$ cat src/rtl/kmeans_pkg.sv
// Shared definitions for the k-means accelerator: default geometry, centroid
// update FSM states and packed-array indexing helper.
package kmeans_pkg;

  localparam int unsigned K_DEF  = 8;
  localparam int unsigned D_DEF  = 4;
  localparam int unsigned W_DEF  = 8;
  localparam int unsigned CW_DEF = 16;

  typedef enum logic [1:0] {
    ST_IDLE,
    ST_ACCUM,
    ST_DIVIDE,
    ST_DONE
  } state_e;

  // Bit offset of element (k,d) in a flattened K*D*W centroid vector.
  function automatic int unsigned elem_base(input int unsigned k, input int unsigned d,
                                            input int unsigned nd, input int unsigned w);
    return (k * nd + d) * w;
  endfunction

endpackage

$ cat src/rtl/kmeans_serial_div.sv
// Signed-by-unsigned restoring divider: one load cycle, then SW iterations.
// Quotient truncates toward zero; done_c/quot_c are valid on the last iteration.
module kmeans_serial_div #(
  parameter int unsigned SW = 24,
  parameter int unsigned CW = 16
) (
  input  logic                 clk,
  input  logic                 rst_n,
  input  logic                 load,
  input  logic signed [SW-1:0] dividend,
  input  logic [CW-1:0]        divisor,
  output logic                 busy_c,
  output logic                 done_c,
  output logic [SW-1:0]        quot_c
);
  localparam int unsigned NW = $clog2(SW + 1);

  logic [NW-1:0] cnt_q, cnt_d;
  logic [CW-1:0] rem_q, rem_d;
  logic [SW-1:0] mag_q, mag_d;
  logic [CW-1:0] div_q, div_d;
  logic          neg_q, neg_d;
  logic [CW:0]   shifted;
  logic          ge;

  // Magnitude is divided; sign of the dividend is reapplied to the quotient.
  always_comb begin
    cnt_d   = cnt_q;
    rem_d   = rem_q;
    mag_d   = mag_q;
    div_d   = div_q;
    neg_d   = neg_q;
    shifted = {rem_q, mag_q[SW-1]};
    ge      = shifted >= {1'b0, div_q};
    if (load) begin
      neg_d = dividend[SW-1];
      mag_d = dividend[SW-1] ? SW'(-dividend) : SW'(dividend);
      rem_d = '0;
      div_d = divisor;
      cnt_d = NW'(SW);
    end else if (cnt_q != '0) begin
      rem_d = ge ? CW'(shifted - {1'b0, div_q}) : CW'(shifted);
      mag_d = {mag_q[SW-2:0], ge};
      cnt_d = cnt_q - NW'(1);
    end
    busy_c = cnt_q != '0;
    done_c = cnt_q == NW'(1);
    quot_c = neg_q ? SW'(-mag_d) : mag_d;
  end

  always_ff @(posedge clk or negedge rst_n) begin
    if (!rst_n) begin
      cnt_q <= '0;
      rem_q <= '0;
      mag_q <= '0;
      div_q <= '0;
      neg_q <= 1'b0;
    end else begin
      cnt_q <= cnt_d;
      rem_q <= rem_d;
      mag_q <= mag_d;
      div_q <= div_d;
      neg_q <= neg_d;
    end
  end

endmodule

$ cat src/rtl/centroid_update.sv
// Centroid recompute stage: accumulates labelled points per cluster, then
// serially divides each sum by its member count to form the new centroids.
module centroid_update
  import kmeans_pkg::*;
#(
  parameter int unsigned K  = K_DEF,
  parameter int unsigned D  = D_DEF,
  parameter int unsigned W  = W_DEF,
  parameter int unsigned CW = CW_DEF,
  localparam int unsigned SW = W + CW,
  localparam int unsigned LW = (K > 1) ? $clog2(K) : 1
) (
  input  logic             clk,
  input  logic             rst_n,
  input  logic             start,
  input  logic [K*D*W-1:0] old_c,
  input  logic             pt_valid,
  output logic             pt_ready,
  input  logic [D*W-1:0]   pt_data,
  input  logic [LW-1:0]    pt_label,
  input  logic             pt_last,
  output logic [K*D*W-1:0] new_c,
  output logic             c_valid,
  output logic             busy,
  output logic             err
);
  localparam int unsigned NE = K * D;
  localparam int unsigned IW = (NE > 1) ? $clog2(NE) : 1;

  state_e               state_q, state_d;
  logic [IW-1:0]        e_q, e_d;
  logic signed [SW-1:0] sum_q [NE];
  logic signed [SW-1:0] sum_d [NE];
  logic [CW-1:0]        cnt_q [K];
  logic [CW-1:0]        cnt_d [K];
  logic [W-1:0]         res_q [NE];
  logic [W-1:0]         res_d [NE];
  logic [K*D*W-1:0]     new_c_q, new_c_d;
  logic err_q, err_d, pt_ready_q, pt_ready_d, busy_q, busy_d, c_valid_q, c_valid_d;

  logic                 div_load, div_busy_c, div_done_c;
  logic [SW-1:0]        div_quot_c;
  logic signed [SW-1:0] div_num;
  logic [CW-1:0]        div_den;
  int unsigned          ek, ed;
  logic signed [W-1:0]  pd;

  always_comb begin
    ek      = 32'(e_q) / D;
    ed      = 32'(e_q) % D;
    div_num = sum_q[e_q];
    div_den = cnt_q[LW'(ek)];
  end

  kmeans_serial_div #(.SW(SW), .CW(CW)) u_div (
    .clk      (clk),
    .rst_n    (rst_n),
    .load     (div_load),
    .dividend (div_num),
    .divisor  (div_den),
    .busy_c   (div_busy_c),
    .done_c   (div_done_c),
    .quot_c   (div_quot_c)
  );

  always_comb begin
    state_d  = state_q;
    e_d      = e_q;
    err_d    = err_q;
    sum_d    = sum_q;
    cnt_d    = cnt_q;
    res_d    = res_q;
    new_c_d  = new_c_q;
    div_load = 1'b0;
    pd       = '0;
    unique case (state_q)
      ST_IDLE: begin
        if (start) begin
          state_d = ST_ACCUM;
          err_d   = 1'b0;
          e_d     = '0;
          for (int i = 0; i < int'(NE); i++) sum_d[i] = '0;
          for (int k = 0; k < int'(K); k++) cnt_d[k] = '0;
        end
      end
      ST_ACCUM: begin
        if (pt_valid && pt_ready_q) begin
          // Out-of-range labels and saturated clusters drop the point.
          if (32'(pt_label) >= K) begin
            err_d = 1'b1;
          end else if (cnt_q[pt_label] == '1) begin
            err_d = 1'b1;
          end else begin
            cnt_d[pt_label] = cnt_q[pt_label] + CW'(1);
            for (int d = 0; d < int'(D); d++) begin
              pd = pt_data[d*W +: W];
              sum_d[IW'(32'(pt_label) * D + 32'(d))] =
                sum_q[IW'(32'(pt_label) * D + 32'(d))] + SW'(pd);
            end
          end
          if (pt_last) state_d = ST_DIVIDE;
        end
      end
      ST_DIVIDE: begin
        div_load = !div_busy_c;
        if (div_done_c) begin
          // Empty clusters keep their previous centroid.
          res_d[e_q] = (cnt_q[LW'(ek)] == '0) ? old_c[elem_base(ek, ed, D, W) +: W]
                                              : div_quot_c[W-1:0];
          if (32'(e_q) == NE - 1) state_d = ST_DONE;
          else                    e_d = e_q + IW'(1);
        end
      end
      ST_DONE: state_d = ST_IDLE;
      default: state_d = ST_IDLE;
    endcase
    if (state_q == ST_DIVIDE && state_d == ST_DONE) begin
      for (int i = 0; i < int'(NE); i++) new_c_d[i*W +: W] = res_d[i];
    end
    pt_ready_d = state_d == ST_ACCUM;
    busy_d     = state_d != ST_IDLE;
    c_valid_d  = state_d == ST_DONE;
  end

  always_ff @(posedge clk or negedge rst_n) begin
    if (!rst_n) begin
      state_q    <= ST_IDLE;
      e_q        <= '0;
      err_q      <= 1'b0;
      new_c_q    <= '0;
      pt_ready_q <= 1'b0;
      busy_q     <= 1'b0;
      c_valid_q  <= 1'b0;
      for (int i = 0; i < int'(NE); i++) begin
        sum_q[i] <= '0;
        res_q[i] <= '0;
      end
      for (int k = 0; k < int'(K); k++) cnt_q[k] <= '0;
    end else begin
      state_q    <= state_d;
      e_q        <= e_d;
      err_q      <= err_d;
      new_c_q    <= new_c_d;
      pt_ready_q <= pt_ready_d;
      busy_q     <= busy_d;
      c_valid_q  <= c_valid_d;
      sum_q      <= sum_d;
      cnt_q      <= cnt_d;
      res_q      <= res_d;
    end
  end

  assign pt_ready = pt_ready_q;
  assign busy     = busy_q;
  assign c_valid  = c_valid_q;
  assign err      = err_q;
  assign new_c    = new_c_q;

endmodule
$ cat config.mk
export PLATFORM = sky130hd
export DESIGN_NAME = centroid_update
export DESIGN_NICKNAME = d
export VERILOG_FILES = /design/src/rtl/kmeans_pkg.sv /design/src/rtl/kmeans_serial_div.sv /design/src/rtl/centroid_update.sv
export SDC_FILE = /design/constraint.sdc
export NUM_CORES = 2
export LEC_CHECK = 0
export CAP_MARGIN = 40
export CORE_ASPECT_RATIO = 0.9
export CORE_MARGIN = 3
export CORE_UTILIZATION = 45
export DETAILED_ROUTE_END_ITERATION = 6
export DONT_BUFFER_PORTS = 1
export PLACE_DENSITY = 0.58
export SYNTH_ARGS = -nofsm -noshare
export SYNTH_HDL_FRONTEND = slang
export SYNTH_SLANG_ARGS = --single-unit
export TNS_END_PERCENT = 30
$ cat constraint.sdc
create_clock -name clk -period 11 [get_ports clk]
set_input_delay 2.2 -clock clk [delete_from_list [all_inputs] [get_ports clk]]
set_output_delay 2.2 -clock clk [all_outputs]
set_load 0.01 [all_outputs]
==> impl_metrics.toml <==
[floorplanning]
coreArea_um2 = 168000
fp.dieH_um = 397
rows = 142
initial_utilization_pct = 45.5
fp.dieW_um = 440
io_pins = 556
die_area_um2 = 175000

[cts]
cts_tree = "done"
ctsResizeCount = 0
numClockSinks = 1481
cts_setup_buffers = 0
cts_buffers = 163
cts_hold_buffers = 0
clk_pin_slew_ns = 0.06
cts_buffer_depth = 3
htree_levels = 4
cts-root-buf = "clkbuf_16"
insertion_delay_ns = 0.82

[logic_synthesis]
ys_seq_area_share_pct = 48.6
synthFlopType = "dfrtp_1"
synth_xor_xnor_area_share_pct = 1.46
syn_inst = 7694
synth.most_common_cell = "dfrtp_1"
synth_compound_area_share_pct = 17.5
ys_ff_latch = 1481
synthesis.area_um2 = 76300
synthMuxAreaShare_pct = 10.9
synth_top_area_cell = "dfrtp_1"
synth_area_per_cell_um2 = 9.92
synth-edff-count = 0
synth_top_family_by_area = "compound AO/OA/AOI/OAI gates"
synth.area.top_cells = "dfrtp_1 49%, o21ai_0 7.3%, nand3_1 6.6%, mux4_2 6.2%, nand2_1 4.0%"
synthSimpleGateAreaFrac_pct = 15.5
synth_fp_nets = 8113
yosys.area_share.adder_pct = 2.07
yosys.cell_types.count = 91
synth_top_area_share_pct = 48.6
async_reset_ff_share_pct = 100
synthTopCellsByCount = "1481 x dfrtp_1, 1115 x o21ai_0, 1013 x nand3_1"
yosysWarnings = 0

[sta]
fin_skew_ns = 0.0410
finalHoldViolations = 0
worst_slack_ns = 3.17
worst_hold_slack_ns = 0.467
rsz0062_at_grt = "false"
fmax_ghz = 0.128
slew-limit-headroom_pct = 8.31
finalSetupTns_ns = 0
report.final.slew_viol_count = 0
setup_violations = 0
finalCritPeriodShare_pct = 71.2
worst_slew_pin_slew_ns = 1.38
min_period_ns = 7.83

[pwr]
p_per_area_nw_per_um2 = 138
worst_ir_drop_vdd_mv = 0.130
leakage_nw = 36.3
total_power_mw = 11.5

[place]
dp_hpwl_mm = 178
place.gp.congestion = 0.934
dp_cells = 9393
place_area_um2 = 78100
dp_slack_ns = 2.67
io_buffers = 0

[worst_setup_path]
critPathLaunchType = "primary input"
cp.arrival_ns = 8.48
critical_path_required_ns = 11.65
critPathKind = "in -> reg"
setup.worst_path.end_class = "register"
crit_fanout = 61

[layout]
fin_cells = 9703
fill_cells = 15300
drive_gt1_share_pct = 12.5
utilization_pct = 49.9
layout.nets = 7745
synthToLayoutAreaGrowth_pct = 9.63
final_cell_area_um2 = 83600

[detailed_routing]
drc = 0
drtPass1Iterations = 6
wl_per_cell_um = 29.2
ant_nets = 0
drt_iter0_drc = 7942
num_vias = 63900
vias_per_cell = 6.58
wl_mm = 283

[global_route]
antenna_found_initial = 22
grt_max_degree = 241
grt_overflow = 0
track_usage_pct = 31.8
grt_first_pass_wirelength_mm = 420
grt_pass1_vias = 60300

[run]
cap_violations = 0

[min_path]
hold_path_class = "reg -> reg"

[run_status]
status = "finished clean"
[registers in the layout (all words and copies together), names as in the netlist]
name / cells
busy: 1
c_valid: 1
cnt_q: 128
e_q: 5
err: 1
new_c: 256
pt_ready: 1
res_q: 256
state_q: 2
sum_q: 768
u_div.cnt_q: 5
u_div.div_q: 16
u_div.mag_q: 24
u_div.neg_q: 1
u_div.rem_q: 16
[cell usage in the layout, fill, tap and decap left out, drive strengths merged, types with 9 or more instances in the layout]
master    Yosys  routed
o22ai        58      58
mux4        210     210
buf         191     157
nand4        77      77
nor3         54      54
xor2         67      67
a21o         35      35
or3          21      21
mux2i       166     166
o21a         19      19
xnor2        60      60
nor3b         9       9
nand2b       20      20
mux2        169     169
nand3      1013    1013
ha          118     118
or2          16      16
a22oi       381     381
a221oi       74      74
a31oi        11      11
o31ai        13      13
clkbuf      499     241
inv          54      61
o21ai      1180    1180
a21oi       327     327
dfrtp      1481    1481
nand2       813     813
diode         0      13
nor2        130     130
and2         26      26
and3        181     181
a22o         39      39
a211oi       12      12
clkinvlp      0      10
nor4         18      18
a221o        15      15
nor2b        29      29
clkinv        0      32
[where the power goes]
group	internal (mW)	total, mW	switching (mW)
combinational	0.0889	0.418	0.329
clock	3.23	5.63	2.40
sequential	5.45	5.45	0.000517
total	8.77	11.5	2.73
[critical path: stages]
cell	delay (ns)
inv_1	0.17
buf_4	0.35
nand2_1	0.09
buf_4	0.19
nor2_4	0.51
buf_4	0.69
buf_4	0.54
a221oi_1	0.15
nand3_1	0.13
ha_1	0.27
a2111oi_0	0.52
buf_4	0.24
o31ai_1	0.16
o21ai_0	0.38
o21ai_0	0.25
or4_1	0.54
a31o_2	0.28
a21oi_1	0.18
xnor2_1	0.31
o21ai_0	0.18
[path summary, 6_finish.rpt]
| kind | startpoint | endpoint | slack, ns | cells past startpoint |
|---|---|---|---|---|
| min | res_q[207] | res_q[207] | 0.47 | 2 |
| max in group asynchronous | rst_n | sum_q[14] | 6.04 | 4 |
| min reg2reg | res_q[207] | res_q[207] | 0.47 | 2 |
| max | pt_label[1] | sum_q[431] | 3.17 | 20 |
| min in group asynchronous | rst_n | state_q[0] | 1.09 | 0 |
| max reg2reg | e_q[0] | new_c[7] | 4.06 | 16 |
[area by class of cell]
type                            count  area (um2)  area share (%)
Inverter                           54         210           0.251
Clock buffer                      241        4830            5.77
Clock inverter                     56         676           0.808
Multi-Input combinational cell   5469       36400            43.5
Sequential cell                  1481       37100            44.3
Antenna cell                       13        32.5          0.0389
Tap cell                         2232        2790            3.34
Timing Repair Buffer              157        1630            1.95
[per-layer routing]
metal  wire, um  track usage [%]  vias up
li1           -                -    27700
met2     125000             47.7     3474
met3      28200             7.46      667
met1     117000             44.3    32000
met4      13100             13.4        4
met5         27                0        -
[cell families after synthesis]
| group | count (synthesis) |
|---|---|
| fa+ha+maj | 123 |
| compound gates | 2227 |
| buf+inv | 744 |
| mux | 545 |
| flops | 1481 |
| xor+xnor | 127 |
| simple gates | 2447 |
Note: power is estimated with default switching activity, not from simulation.
